`src/rtl/quad_encoder_io.sv`:
```
// Quadrature encoder with debounced A/B (and index when ENC_INDEX_EN is defined), exposed as four CPU IO registers.
// LW data appears one clock after the strobe; there is no backpressure, and every access completes in its strobe cycle.
module quad_encoder_io #(
    parameter int DEBOUNCE_CYCLES = 100
) (
    input  logic        clk,
    input  logic        reset,
    input  logic        IOinsn,
    input  logic        IOwrite,
    input  logic [31:0] memAddr,
    input  logic [31:0] dataIn,
    output logic [31:0] dataOut,
    input  logic [2:0]  JB
);

`ifdef ENC_INDEX_EN
    localparam int NCH = 3;
`else
    localparam int NCH = 2;
`endif

    typedef enum logic {INIT, TRACK} state_t;

    state_t           state_q, state_d;
    logic [NCH-1:0]   sync1_q, sync2_q;
    logic [NCH-1:0]   filt_q, filt_d;
    logic [15:0]      db_cnt_q [NCH];
    logic [15:0]      db_cnt_d [NCH];
    logic [16:0]      init_cnt_q, init_cnt_d;
    logic [1:0]       prev_q, prev_d;
    logic [31:0]      count_q, count_d;
    logic [31:0]      idx_reg_q, idx_reg_d;
    logic             moved_q, moved_d;
    logic             dir_q, dir_d;
    logic             error_q, error_d;
    logic             idx_flag_q, idx_flag_d;
    logic             idx_prev_q, idx_prev_d;
    logic [31:0]      dout_q, dout_d;

    logic             sel, wr_cnt, wr_st, rd;
    logic [1:0]       off;
    logic [1:0]       cur;
    logic             step_fwd, step_rev, step_err;
    logic             idx_filt;
    logic             unused_bits;

`ifdef ENC_INDEX_EN
    assign idx_filt    = filt_q[2];
    assign unused_bits = ^{memAddr[31:14], memAddr[12:4], memAddr[1:0]};
`else
    assign idx_filt    = 1'b0;
    assign unused_bits = ^{memAddr[31:14], memAddr[12:4], memAddr[1:0], JB[2]};
`endif

    assign sel     = IOinsn && memAddr[13];
    assign off     = memAddr[3:2];
    assign wr_cnt  = sel && IOwrite && (off == 2'd0);
    assign wr_st   = sel && IOwrite && (off == 2'd1);
    assign rd      = sel && !IOwrite;
    assign cur     = {filt_q[0], filt_q[1]};
    assign dataOut = dout_q;

    // Per-channel debounce: the filtered value moves only after a full run of disagreeing samples.
    always_comb begin
        filt_d = filt_q;
        for (int i = 0; i < NCH; i++) begin
            db_cnt_d[i] = '0;
            if (sync2_q[i] != filt_q[i]) begin
                if (db_cnt_q[i] == 16'(DEBOUNCE_CYCLES - 1)) begin
                    filt_d[i] = sync2_q[i];
                end else begin
                    db_cnt_d[i] = db_cnt_q[i] + 16'd1;
                end
            end
        end
    end

    // {A,B} forward cycle is 00 -> 01 -> 11 -> 10 -> 00.
    always_comb begin
        step_fwd = 1'b0;
        step_rev = 1'b0;
        step_err = 1'b0;
        case ({prev_q, cur})
            4'b00_01, 4'b01_11, 4'b11_10, 4'b10_00: step_fwd = 1'b1;
            4'b01_00, 4'b11_01, 4'b10_11, 4'b00_10: step_rev = 1'b1;
            4'b00_11, 4'b11_00, 4'b01_10, 4'b10_01: step_err = 1'b1;
            default: ;
        endcase
    end

    always_comb begin
        state_d    = state_q;
        init_cnt_d = init_cnt_q;
        prev_d     = prev_q;
        count_d    = count_q;
        idx_reg_d  = idx_reg_q;
        moved_d    = moved_q;
        dir_d      = dir_q;
        error_d    = error_q;
        idx_flag_d = idx_flag_q;
        idx_prev_d = idx_filt;
        dout_d     = dout_q;

        if (wr_st) begin
            if (dataIn[0]) moved_d    = 1'b0;
            if (dataIn[1]) error_d    = 1'b0;
            if (dataIn[3]) idx_flag_d = 1'b0;
        end

        case (state_q)
            INIT: begin
                if (init_cnt_q == 17'(DEBOUNCE_CYCLES + 2)) begin
                    state_d    = TRACK;
                    prev_d     = cur;
                    init_cnt_d = '0;
                end else begin
                    init_cnt_d = init_cnt_q + 17'd1;
                end
            end
            TRACK: begin
                prev_d = cur;
                // A CPU load of the count swallows any step landing in the same cycle.
                if (!wr_cnt && (step_fwd || step_rev)) begin
                    count_d = step_fwd ? count_q + 32'd1 : count_q - 32'd1;
                    moved_d = 1'b1;
                    dir_d   = step_fwd;
                end
                if (step_err) error_d = 1'b1;
            end
            default: state_d = INIT;
        endcase

        if (wr_cnt) count_d = dataIn;

        if ((state_q == TRACK) && idx_filt && !idx_prev_q) begin
            idx_reg_d  = count_d;
            idx_flag_d = 1'b1;
        end

        if (rd) begin
            case (off)
                2'd0:    dout_d = count_q;
                2'd1:    dout_d = {28'b0, idx_flag_q, dir_q, error_q, moved_q};
                2'd2:    dout_d = {30'b0, filt_q[1], filt_q[0]};
                default: dout_d = idx_reg_q;
            endcase
        end
    end

    always_ff @(posedge clk) begin
        if (reset) begin
            state_q    <= INIT;
            sync1_q    <= '0;
            sync2_q    <= '0;
            filt_q     <= '0;
            init_cnt_q <= '0;
            prev_q     <= '0;
            count_q    <= '0;
            idx_reg_q  <= '0;
            moved_q    <= 1'b0;
            dir_q      <= 1'b0;
            error_q    <= 1'b0;
            idx_flag_q <= 1'b0;
            idx_prev_q <= 1'b0;
            dout_q     <= '0;
            for (int i = 0; i < NCH; i++) db_cnt_q[i] <= '0;
        end else begin
            state_q    <= state_d;
            sync1_q    <= JB[NCH-1:0];
            sync2_q    <= sync1_q;
            filt_q     <= filt_d;
            init_cnt_q <= init_cnt_d;
            prev_q     <= prev_d;
            count_q    <= count_d;
            idx_reg_q  <= idx_reg_d;
            moved_q    <= moved_d;
            dir_q      <= dir_d;
            error_q    <= error_d;
            idx_flag_q <= idx_flag_d;
            idx_prev_q <= idx_prev_d;
            dout_q     <= dout_d;
            for (int i = 0; i < NCH; i++) db_cnt_q[i] <= db_cnt_d[i];
        end
    end

endmodule

```
`config.mk`:
```
export PLATFORM = sky130hd
export DESIGN_NAME = quad_encoder_io
export DESIGN_NICKNAME = d
export VERILOG_FILES = /design/src/rtl/quad_encoder_io.sv
export SDC_FILE = /design/constraint.sdc
export NUM_CORES = 1
export LEC_CHECK = 0
export ABC_AREA = 1
export BUFFER_PORTS_ARGS = -buffer_cell sky130_fd_sc_hd__buf_2
export CORE_MARGIN = 3
export CORE_UTILIZATION = 50
export CTS_CLUSTER_SIZE = 14
export DETAILED_ROUTE_END_ITERATION = 16
export GPL_TIMING_DRIVEN = 0
export PLACE_DENSITY = 0.76
export SLEW_MARGIN = 20
export SYNTH_ARGS = -nofsm -noshare
export SYNTH_HDL_FRONTEND = slang
export SYNTH_SLANG_ARGS = --single-unit
export TNS_END_PERCENT = 20
```
`constraint.sdc`:
```
create_clock -name clk -period 4.4 [get_ports clk]
set_clock_uncertainty 0.1 [all_clocks]
set_input_delay 0.88 -clock clk [delete_from_list [all_inputs] [get_ports clk]]
set_output_delay 0.88 -clock clk [all_outputs]
set_load 0.01 [all_outputs]
```
==> flow_summary.ini, run 1 <==
[status]
status = completed

[timing]
fmax_ghz = 0.330
setup_violations = 0
max_slew_margin = 0.563
holdWs_ns = 0.304
rsz0062_at_grt = false
slew_violations = 0
tightestPinTransition_ns = 0.653
fin_tns_setup_ns = 0
hold_viol = 0
period_share = 0.688
period_minus_slack_ns = 3.03

[global_routing]
grt_overflow = 0
first_global_vias = 6968
grt_antenna_before_repair = 0
grt.total_usage = 0.255
grt_pass1_wl_mm = 33.6
grt_start_max_net_pins = 35

[drt]
routed-via-count = 7614
viasPerCell = 5.27
wirelength_mm = 20.8
first_iter_violations = 603
firstDrtPassIters = 5
drc_errors = 0
ant_nets = 0
wl_per_cell_um = 14.4

[clock_tree]
cts.hold.buffers_added = 0
post_cts_resized = 0
clk_pin_slew_ns = 0.06
insertion_delay_ns = 0.43
post_cts_buffers = 0
cts_max_level = 4
cts.sinks = 125
cts_tree = yes
ctsRootBufferMaster = clkbuf_16
cts_made_buffers = 17
clock_path_buffers = 2

[synthesis]
yosys.cell_types.count = 45
synthCells = 1158
synthArstFlopShare = 0
yosysWarnings = 0
synth_flop_cell = dfxtp_1
syn_area_mm2 = 0.00753
synth-seq-cells = 125
syn-num-nets = 1264
seq_area_frac_synth = 0.332
syn_avg_cell_area_um2 = 6.50
synth_edf_count = 0

[worst_setup_path]
crit_slowest_cell = dfxtp_1
critical_path.cell_chain = xnor2_1, nand2b_4, ha_1, nand2_1, inv_1, a21oi_1, nand3_1, nand2_1, nand2_1, nand2_1, nand3_1, a21oi_1
critPathKind = flop to flop
critPathMaxStageDelay_ns = 0.47
crit_buf_inv = 1
crit_required_ns = 4.65
cp.arrival_ns = 3.28
start_kind = flop
critPathMaxFanout = 34
cp_top_family = simple AND/OR/NAND/NOR gates
crit_top_cell = nand2_1
end_kind = flop

[floorplanning]
pin_count = 103
die_h_um = 129
num_rows = 44
fp.dieW_um = 129
initial_core_util = 0.514
core_mm2 = 0.0146
dieArea_mm2 = 0.0166

[pwr]
ir_drop_mv = 0.284
power.leakage_nw = 3.92
power_density_mw_per_mm2 = 325

[placement]
dpl.hpwl_mm = 16.2
gp_congestion = 0.977
io_buffers = 71

[final_layout]
fin_nets = 1354
final_cell_mix = nand2_1 (344), inv_1 (165), dfxtp_1 (125)
area_growth_pct = 15.7
nFillCells = 1368
drive_gt1_frac = 0.103
num_antenna_cells = 0
fin_util = 0.595
layout_commonest_cell = nand2_1

[job]
drv_cap = 0

[min_path]
hold_path.class = flop to flop
==> final timing paths <==
path | cells past startpoint | start | end | slack (ns)
setup / recovery | 12 | filt_q[1]$_SDFFE_PP0P_ | count_q[28]$_SDFFE_PP0P_ | 1.37
hold / removal | 2 | sync1_q[0]$_SDFF_PP0_ | sync2_q[0]$_SDFF_PP0_ | 0.30
setup reg to reg | 12 | filt_q[1]$_SDFFE_PP0P_ | count_q[28]$_SDFFE_PP0P_ | 1.37
hold reg to reg | 2 | sync1_q[0]$_SDFF_PP0_ | sync2_q[0]$_SDFF_PP0_ | 0.30
==> through the flow <==
step | power [W] | worst slack [ns] | instance area (um2) | instances
final | 0.00283 | 1.37 | 8710 | 1445
after CTS | 0.00285 | 1.43 | 8710 | 1445
after detailed placement | 0.00144 | 1.45 | 8110 | 1413
after global routing | 0.00293 | 1.15 | 8710 | 1445
after global placement | 0.00143 | 1.54 | 8110 | 1413
after floorplan | 0.00136 | 2.08 | 7530 | 1158
==> cell usage after synthesis (3+ instances only) <==
library cell  number  area [um2]
a211oi_1           3        22.5
a21oi_1          100         500
a22oi_1           23         173
a31oi_1            9        56.3
buf_4              4        30.0
buf_6              3        33.8
clkbuf_1          20        75.1
dfxtp_1          125        2500
ha_1              34         425
inv_1            165         619
nand2_1          344        1290
nand3_1           87         435
nand3b_1           4        30.0
nand4_1           13        81.3
nor2_1            99         372
nor3_1            27         135
nor3b_1            4        30.0
nor4_1             6        37.5
o21ai_0           18        90.1
or2_2             10        62.6
xnor2_1            5        43.8
xor2_1            25         219
==> area by class of cell <==
type | count | area, um2 | share of cell area
buffer | 29 | 148 | 0.0169
clock buffer | 23 | 488 | 0.0560
clock inverter | 9 | 110 | 0.0126
inverter | 168 | 631 | 0.0724
multi-input combinational | 836 | 4250 | 0.488
sequential | 125 | 2500 | 0.287
tap | 184 | 230 | 0.0264
timing repair buffer | 71 | 355 | 0.0408
==> report_power, final <==
part / switching [W] / total (W) / internal (W)
Combinational: 0.000181 / 0.000269 / 0.0000877
Sequential: 0.00000866 / 0.00115 / 0.00114
Clock: 0.000521 / 0.00141 / 0.000893
Total: 0.000711 / 0.00283 / 0.00212
==> cell families after synthesis <==
| group | after synthesis | synth area share |
|---|---|---|
| AOI/OAI and AO/OA | 165 | 0.124 |
| xor gates and xnor gates | 31 | 0.0371 |
| adders and majority gates | 35 | 0.0592 |
| buffers and inverters | 197 | 0.103 |
| DFF | 125 | 0.332 |
| and+or+nand+nor | 605 | 0.344 |
==> worst register-to-register path: cells and delay by family (launching register included) <==
| kind | cells | cell delay, ns |
|---|---|---|
| AND/OR/NAND/NOR | 7 | 1.27 |
| XOR/XNOR | 1 | 0.19 |
| AO/OA/AOI/OAI | 2 | 0.46 |
| flip-flops | 1 | 0.47 |
| buffers and inverters | 1 | 0.07 |
| adder cells (fa/ha/maj) | 1 | 0.39 |
==> registers in the layout, indices dropped and copies added, names as in the netlist <==
name,flops
dir_q,1
prev_q,2
state_q,1
moved_q,1
init_cnt_q,17
dataOut,32
count_q,32
sync2_q,2
db_cnt_q,32
sync1_q,2
error_q,1
filt_q,2
==> routing by layer <==
layer,routed length (um),vias to the layer above,track usage
met5,0,-,0
met4,482,0,0.0883
met3,1380,40,0.0498
met1,9670,3423,0.348
li1,-,3918,-
met2,9250,233,0.405
(Power assumes the default switching activity.)
==> run 2: changes to the inputs <==
==> constraint.sdc (replaced) <==
create_clock -name clk -period 2.9 [get_ports clk]
set_clock_uncertainty 0.1 [all_clocks]
set_input_delay 0.58 -clock clk [delete_from_list [all_inputs] [get_ports clk]]
set_output_delay 0.58 -clock clk [all_outputs]
set_load 0.01 [all_outputs]
==> run 2 against run 1 <==
Compared with the run above:
- cell area rose by 1.4%
- first-iteration DRC count fell by 2.3%
- wire length rose by 2.4%
- largest cell class unchanged
==> flow_summary.ini, run 2 (same netlist as run 1, synthesis figures left out) <==
[worst_setup_path]
crit_required_ns = 3.15
critPathMaxFanout = 16
start_kind = flop
worstSetupStartpoint = filt_q[0]$_SDFFE_PP0P_
end_kind = flop
r2r_start = filt_q[0]$_SDFFE_PP0P_
cp.arrival_ns = 3.07
critPathKind = flop to flop

[floorplanning]
dieArea_mm2 = 0.0166
fp.dieW_um = 129
pin_count = 103
die_h_um = 129
initial_core_util = 0.514
core_mm2 = 0.0146
num_rows = 44

[final_layout]
area_growth_pct = 17.4
fin_util = 0.603
layout_commonest_cell = nand2_1
num_antenna_cells = 0
final_area_mm2 = 0.00883
final_cell_mix = nand2_1 (342), inv_1 (165), dfxtp_1 (124)
drive_gt1_frac = 0.116
fin_nets = 1362

[clock_tree]
clock_path_buffers = 2
insertion_delay_ns = 0.43
ctsRootBufferMaster = clkbuf_16
clk_pin_slew_ns = 0.06
cts.sinks = 125
cts_tree = yes
cts_made_buffers = 17
cts_max_level = 4

[timing]
fmax_ghz = 0.354
fin_tns_setup_ns = 0
period_share = 0.973
period_minus_slack_ns = 2.82
slew_violations = 0
max_slew_margin = 0.565
rsz0062_at_grt = true
hold_viol = 0
setup_violations = 0
tightestPinTransition_ns = 0.650

[min_path]
hold_path.class = input pin to flop
hp-start = JB[1]

[drt]
wirelength_mm = 21.3
viasPerCell = 5.31
firstDrtPassIters = 5
drc_errors = 0
ant_nets = 0
first_iter_violations = 589
routed-via-count = 7709
wl_per_cell_um = 14.6

[placement]
gp_congestion = 0.977
dpl.hpwl_mm = 16.2
io_buffers = 71
dpl_cell_area_mm2 = 0.00811

[global_routing]
grt_antenna_before_repair = 0
first_global_vias = 7019
grt.total_usage = 0.259
grt_pass1_wl_mm = 34.0
grt_overflow = 0
grt_start_max_net_pins = 18

[pwr]
power_density_mw_per_mm2 = 488
power.leakage_nw = 3.97
ir_drop_mv = 0.433
power.total_w = 0.00431

[job]
drv_cap = 0

[status]
status = completed
run 2: metrics by stage:
| step | instances | hold WS, ns | setup slack, ns |
|---|---|---|---|
| after global placement | 1413 | 0.300 | 0.0377 |
| after global routing | 1453 | 0.282 | -0.0446 |
| after detailed placement | 1413 | 0.298 | -0.0473 |
| after floorplan | 1158 | 0.288 | 0.580 |
| final | 1453 | 0.269 | 0.0770 |
| after CTS | 1446 | 0.263 | 0.0608 |
run 2: area by class of cell:
type,count,area (um2)
clock inverters,9,110
clock buffers,23,488
multi-input cells,838,4320
plain buffers,29,148
flip-flops and latches,125,2500
repair buffers,77,400
well taps,184,230
inverters,168,631
fillers,1349,5810
run 2: worst paths after layout:
| kind | to | slack [ns] | cells past startpoint |
|---|---|---|---|
| worst max-delay path | count_q[28]$_SDFFE_PP0P_ | 0.08 | 13 |
| worst min-delay path | sync1_q[1]$_SDFF_PP0_ | 0.27 | 3 |
| worst max register to register | count_q[28]$_SDFFE_PP0P_ | 0.08 | 13 |
| worst min register to register | sync2_q[0]$_SDFF_PP0_ | 0.30 | 2 |
run 2: what timing repair did:
| action | 4_1_cts | 5_1_grt |
|---|---|---|
| pin swaps | 0 | 1 |
| hold buffers | 0 | 0 |
| cloned | 1 | 1 |
| gates resized for setup | 3 | 10 |
| buffers inserted | 0 | 6 |
| setup endpoints to repair | 1 | 8 |
run 2: worst max-delay path, cell delays in order (launching register included):
cell	delay, ns
dfxtp_1	0.30
buf_4	0.16
xnor2_4	0.31
nand2b_4	0.24
fa_1	0.48
nand3_1	0.11
nand3_1	0.18
nand3_1	0.13
nand3_1	0.19
nand2_1	0.16
nand2_1	0.06
nand2_1	0.06
nand3_1	0.12
a21oi_1	0.14
run 2: report_power, final:
group          internal (W)  leakage (nW)  switching (W)  total [W]
registers           0.00173          1.01      0.0000132    0.00175
clock network       0.00135         0.285       0.000796    0.00215
logic              0.000134          2.68       0.000278   0.000412
run 2: per-layer routing:
metal  share of wire  wire length, um  GRT usage  up-vias
met2            0.44             9460      0.408      250
li1                -                -          -     3937
met5               0                0          0        -
met4           0.024              520      0.103        0
met3           0.066             1400     0.0511       41
met1            0.47             9900      0.349     3481
==> run 3: changes to the inputs <==
--- a/config.mk
+++ b/config.mk
@@ -5,7 +5,6 @@
 export SDC_FILE = /design/constraint.sdc
 export NUM_CORES = 1
 export LEC_CHECK = 0
-export ABC_AREA = 1
 export BUFFER_PORTS_ARGS = -buffer_cell sky130_fd_sc_hd__buf_2
 export CORE_MARGIN = 3
 export CORE_UTILIZATION = 50
==> run 3 against run 2 <==
Compared with the run above:
- the run now ends with setup timing left
- sequential cell count unchanged
- cell area is 2.9% lower
- utilization increased by 3.7 points
- worst setup slack worse by 0.46 ns
- via count decreased by 12%
- hold slack improved by 0.019 ns
- non-clock buffer count grew 26
- maximum frequency shrank 14%
- clock-buffer cell count decreased by 2
- largest power group unchanged
==> flow_summary.ini, run 3 <==
[status]
status = finished with violations
failed_checks = setup timing

[final_layout]
layout_commonest_cell = dfxtp_1
stdcell_count = 1162
num_antenna_cells = 0
drive_gt1_frac = 0.192
multiInputGateArea_mm2 = 0.00452
fin_nets = 1080
final_cell_mix = dfxtp_1 (122), nor2_1 (106), nand2_1 (99)
area_growth_pct = 23.2
regArea_mm2 = 0.00251
nFillCells = 1170

[placement]
gp_congestion = 0.943
dpl.hpwl_mm = 13.8
io_buffers = 70
place_inst = 1120
pre_cts_slack_ns = -1.35

[timing]
period_minus_slack_ns = 3.28
fmax_ghz = 0.305
slew_violations = 0
hold_viol = 0
tightestPinTransition_ns = 0.771
period_share = 1.13
fin_tns_setup_ns = -3.62
holdWs_ns = 0.288
rsz0062_at_grt = true
setup_ws_ns = -0.380
setup_violations = 19
max_slew_margin = 0.486

[pwr]
power_density_mw_per_mm2 = 523
power.leakage_nw = 3.43
power_frac_seq = 0.391
ir_drop_mv = 0.429
pwr-share-comb = 0.120
swShare = 0.244
clkPwrFrac = 0.489
intPower_w = 0.00339
power.total_w = 0.00448
power.switching_w = 0.00110

[floorplanning]
die_h_um = 124
core_mm2 = 0.0134
pin_count = 103
num_rows = 42
initial_core_util = 0.519
dieArea_mm2 = 0.0154
fp.dieW_um = 124

[clock_tree]
insertion_delay_ns = 0.42
ctsRootBufferMaster = clkbuf_16
cts.sinks = 125
clk_pin_slew_ns = 0.05
cts_made_buffers = 17
clock_path_buffers = 2
cts_max_level = 4
cts.hold.buffers_added = 0
cts_tree = yes

[drt]
wirelength_mm = 20.4
routed-via-count = 6814
ant_nets = 0
drc_errors = 0
viasPerCell = 5.86
firstDrtPassIters = 5
wl_per_cell_um = 17.5
first_iter_violations = 583

[worst_setup_path]
crit_top_cell = buf_4
start_kind = flop
end_kind = flop
critPathKind = flop to flop
crit_slowest_cell = or4_1
cp.arrival_ns = 3.54
critical_path.cell_chain = buf_6, xnor2_4, nor2_4, buf_4, clkinvlp_4, buf_4, ha_4, o21ai_1, or3_4, nor3_2, a211o_1, a21oi_4, buf_4, or4_1, nand3_1
critPathMaxStageDelay_ns = 0.48
critPathMaxFanout = 8
crit_required_ns = 3.16

[synthesis]
yosys.cell_types.count = 66
yosysMostFrequentCell = dfxtp_1
syn-num-nets = 980
syn_area_mm2 = 0.00696
synth_edf_count = 0
synthTopCellsByCount = dfxtp_1 (125), nor2_1 (108), nand2_1 (100)
yosys.area.top_type = dfxtp_1
synthCells = 874
synth_flop_cell = dfxtp_1
synth_top_area_frac = 0.360
synth_area_leaders = dfxtp_1 (36%), a21oi_1 (6.4%), ha_1 (6.1%), nor2_1 (5.8%), nand2_1 (5.4%)
seq_area_frac_synth = 0.360
synthArstFlopShare = 0
synth-seq-cells = 125
syn_avg_cell_area_um2 = 7.96
yosysWarnings = 0

[global_routing]
grt_overflow = 0
grt.total_usage = 0.265
first_global_vias = 6265
grt_pass1_wl_mm = 31.5
grt_start_max_net_pins = 17
grt_antenna_before_repair = 0

[min_path]
hold_path.class = input pin to flop

[job]
drv_cap = 0
[run 3: timing repair]
action                                 in CTS  in global routing
setup endpoints to repair                  31                 26
endpoints found under the hold margin       0                  0
buffers inserted                           13                  4
gates cloned                                1                  0
pin swaps                                  16                 15
resized for setup                          30                 32
[run 3: layout make-up]
| type | count | area share |
|---|---|---|
| Tap cell | 176 | 0.0257 |
| Multi-Input combinational cell | 688 | 0.527 |
| Sequential cell | 125 | 0.292 |
| Clock buffer | 21 | 0.0549 |
| Clock inverter | 10 | 0.0161 |
| Inverter | 9 | 0.00438 |
| Buffer | 45 | 0.0226 |
| Timing Repair inverter | 1 | 0.000876 |
| Timing Repair Buffer | 87 | 0.0566 |
[run 3: per-layer routing]
metal | vias to the layer above | wire length, um | global-route usage
met1 | 3176 | 8520 | 0.336
met3 | 59 | 1410 | 0.0613
met5 | - | 0 | 0
met4 | 0 | 691 | 0.112
met2 | 270 | 9750 | 0.434
li1 | 3309 | - | -
[run 3: stage by stage]
stage / area [um2] / utilization
floorplan: 7030 / -
global route: 8570 / 0.640
finish: 8570 / 0.640
detailed placement: 7600 / 0.567
CTS: 8440 / 0.630
global placement: 7600 / 0.567
[run 3: critical path, delay by kind of cell (launching register included)]
kind,cells,cell delay [ns]
and+or+nand+nor,5,1.29
DFF,1,0.30
AOI/OAI and AO/OA,3,0.33
adders and majority gates,1,0.30
xor gates and xnor gates,1,0.13
buffers and inverters,5,0.75
[run 3: worst paths after layout]
check / from / slack [ns] / end / cells after the start
min reg2reg: sync1_q[1]$_SDFF_PP0_ / 0.35 / sync2_q[1]$_SDFF_PP0_ / 1
max: filt_q[1]$_SDFFE_PP0P_ / -0.38 / count_q[24]$_SDFFE_PP0P_ / 15
max reg2reg: filt_q[1]$_SDFFE_PP0P_ / -0.38 / count_q[24]$_SDFFE_PP0P_ / 15
min: JB[0] / 0.29 / sync1_q[0]$_SDFF_PP0_ / 2
[run 3: cell families (layout without fill, tap and decap cells)]
group / Yosys count / after routing / share of synthesized area
compound gates: 206 / 206 / 0.191
xor+xnor: 71 / 71 / 0.0915
fa+ha+maj: 35 / 35 / 0.0640
buf+inv: 61 / 173 / 0.0356
flops: 125 / 125 / 0.360
mux: 8 / 8 / 0.0117
simple gates: 368 / 368 / 0.247
[run 3: power groups by stage]
stage / Clock, W / Sequential [W] / Combinational [W]
finish: 0.00219 / 0.00175 / 0.000540
global route: 0.00229 / 0.00175 / 0.000581
CTS: 0.00221 / 0.00175 / 0.000498
detailed placement: 0 / 0.00179 / 0.000456
global placement: 0 / 0.00179 / 0.000456
floorplan: 0 / 0.00179 / 0.000337
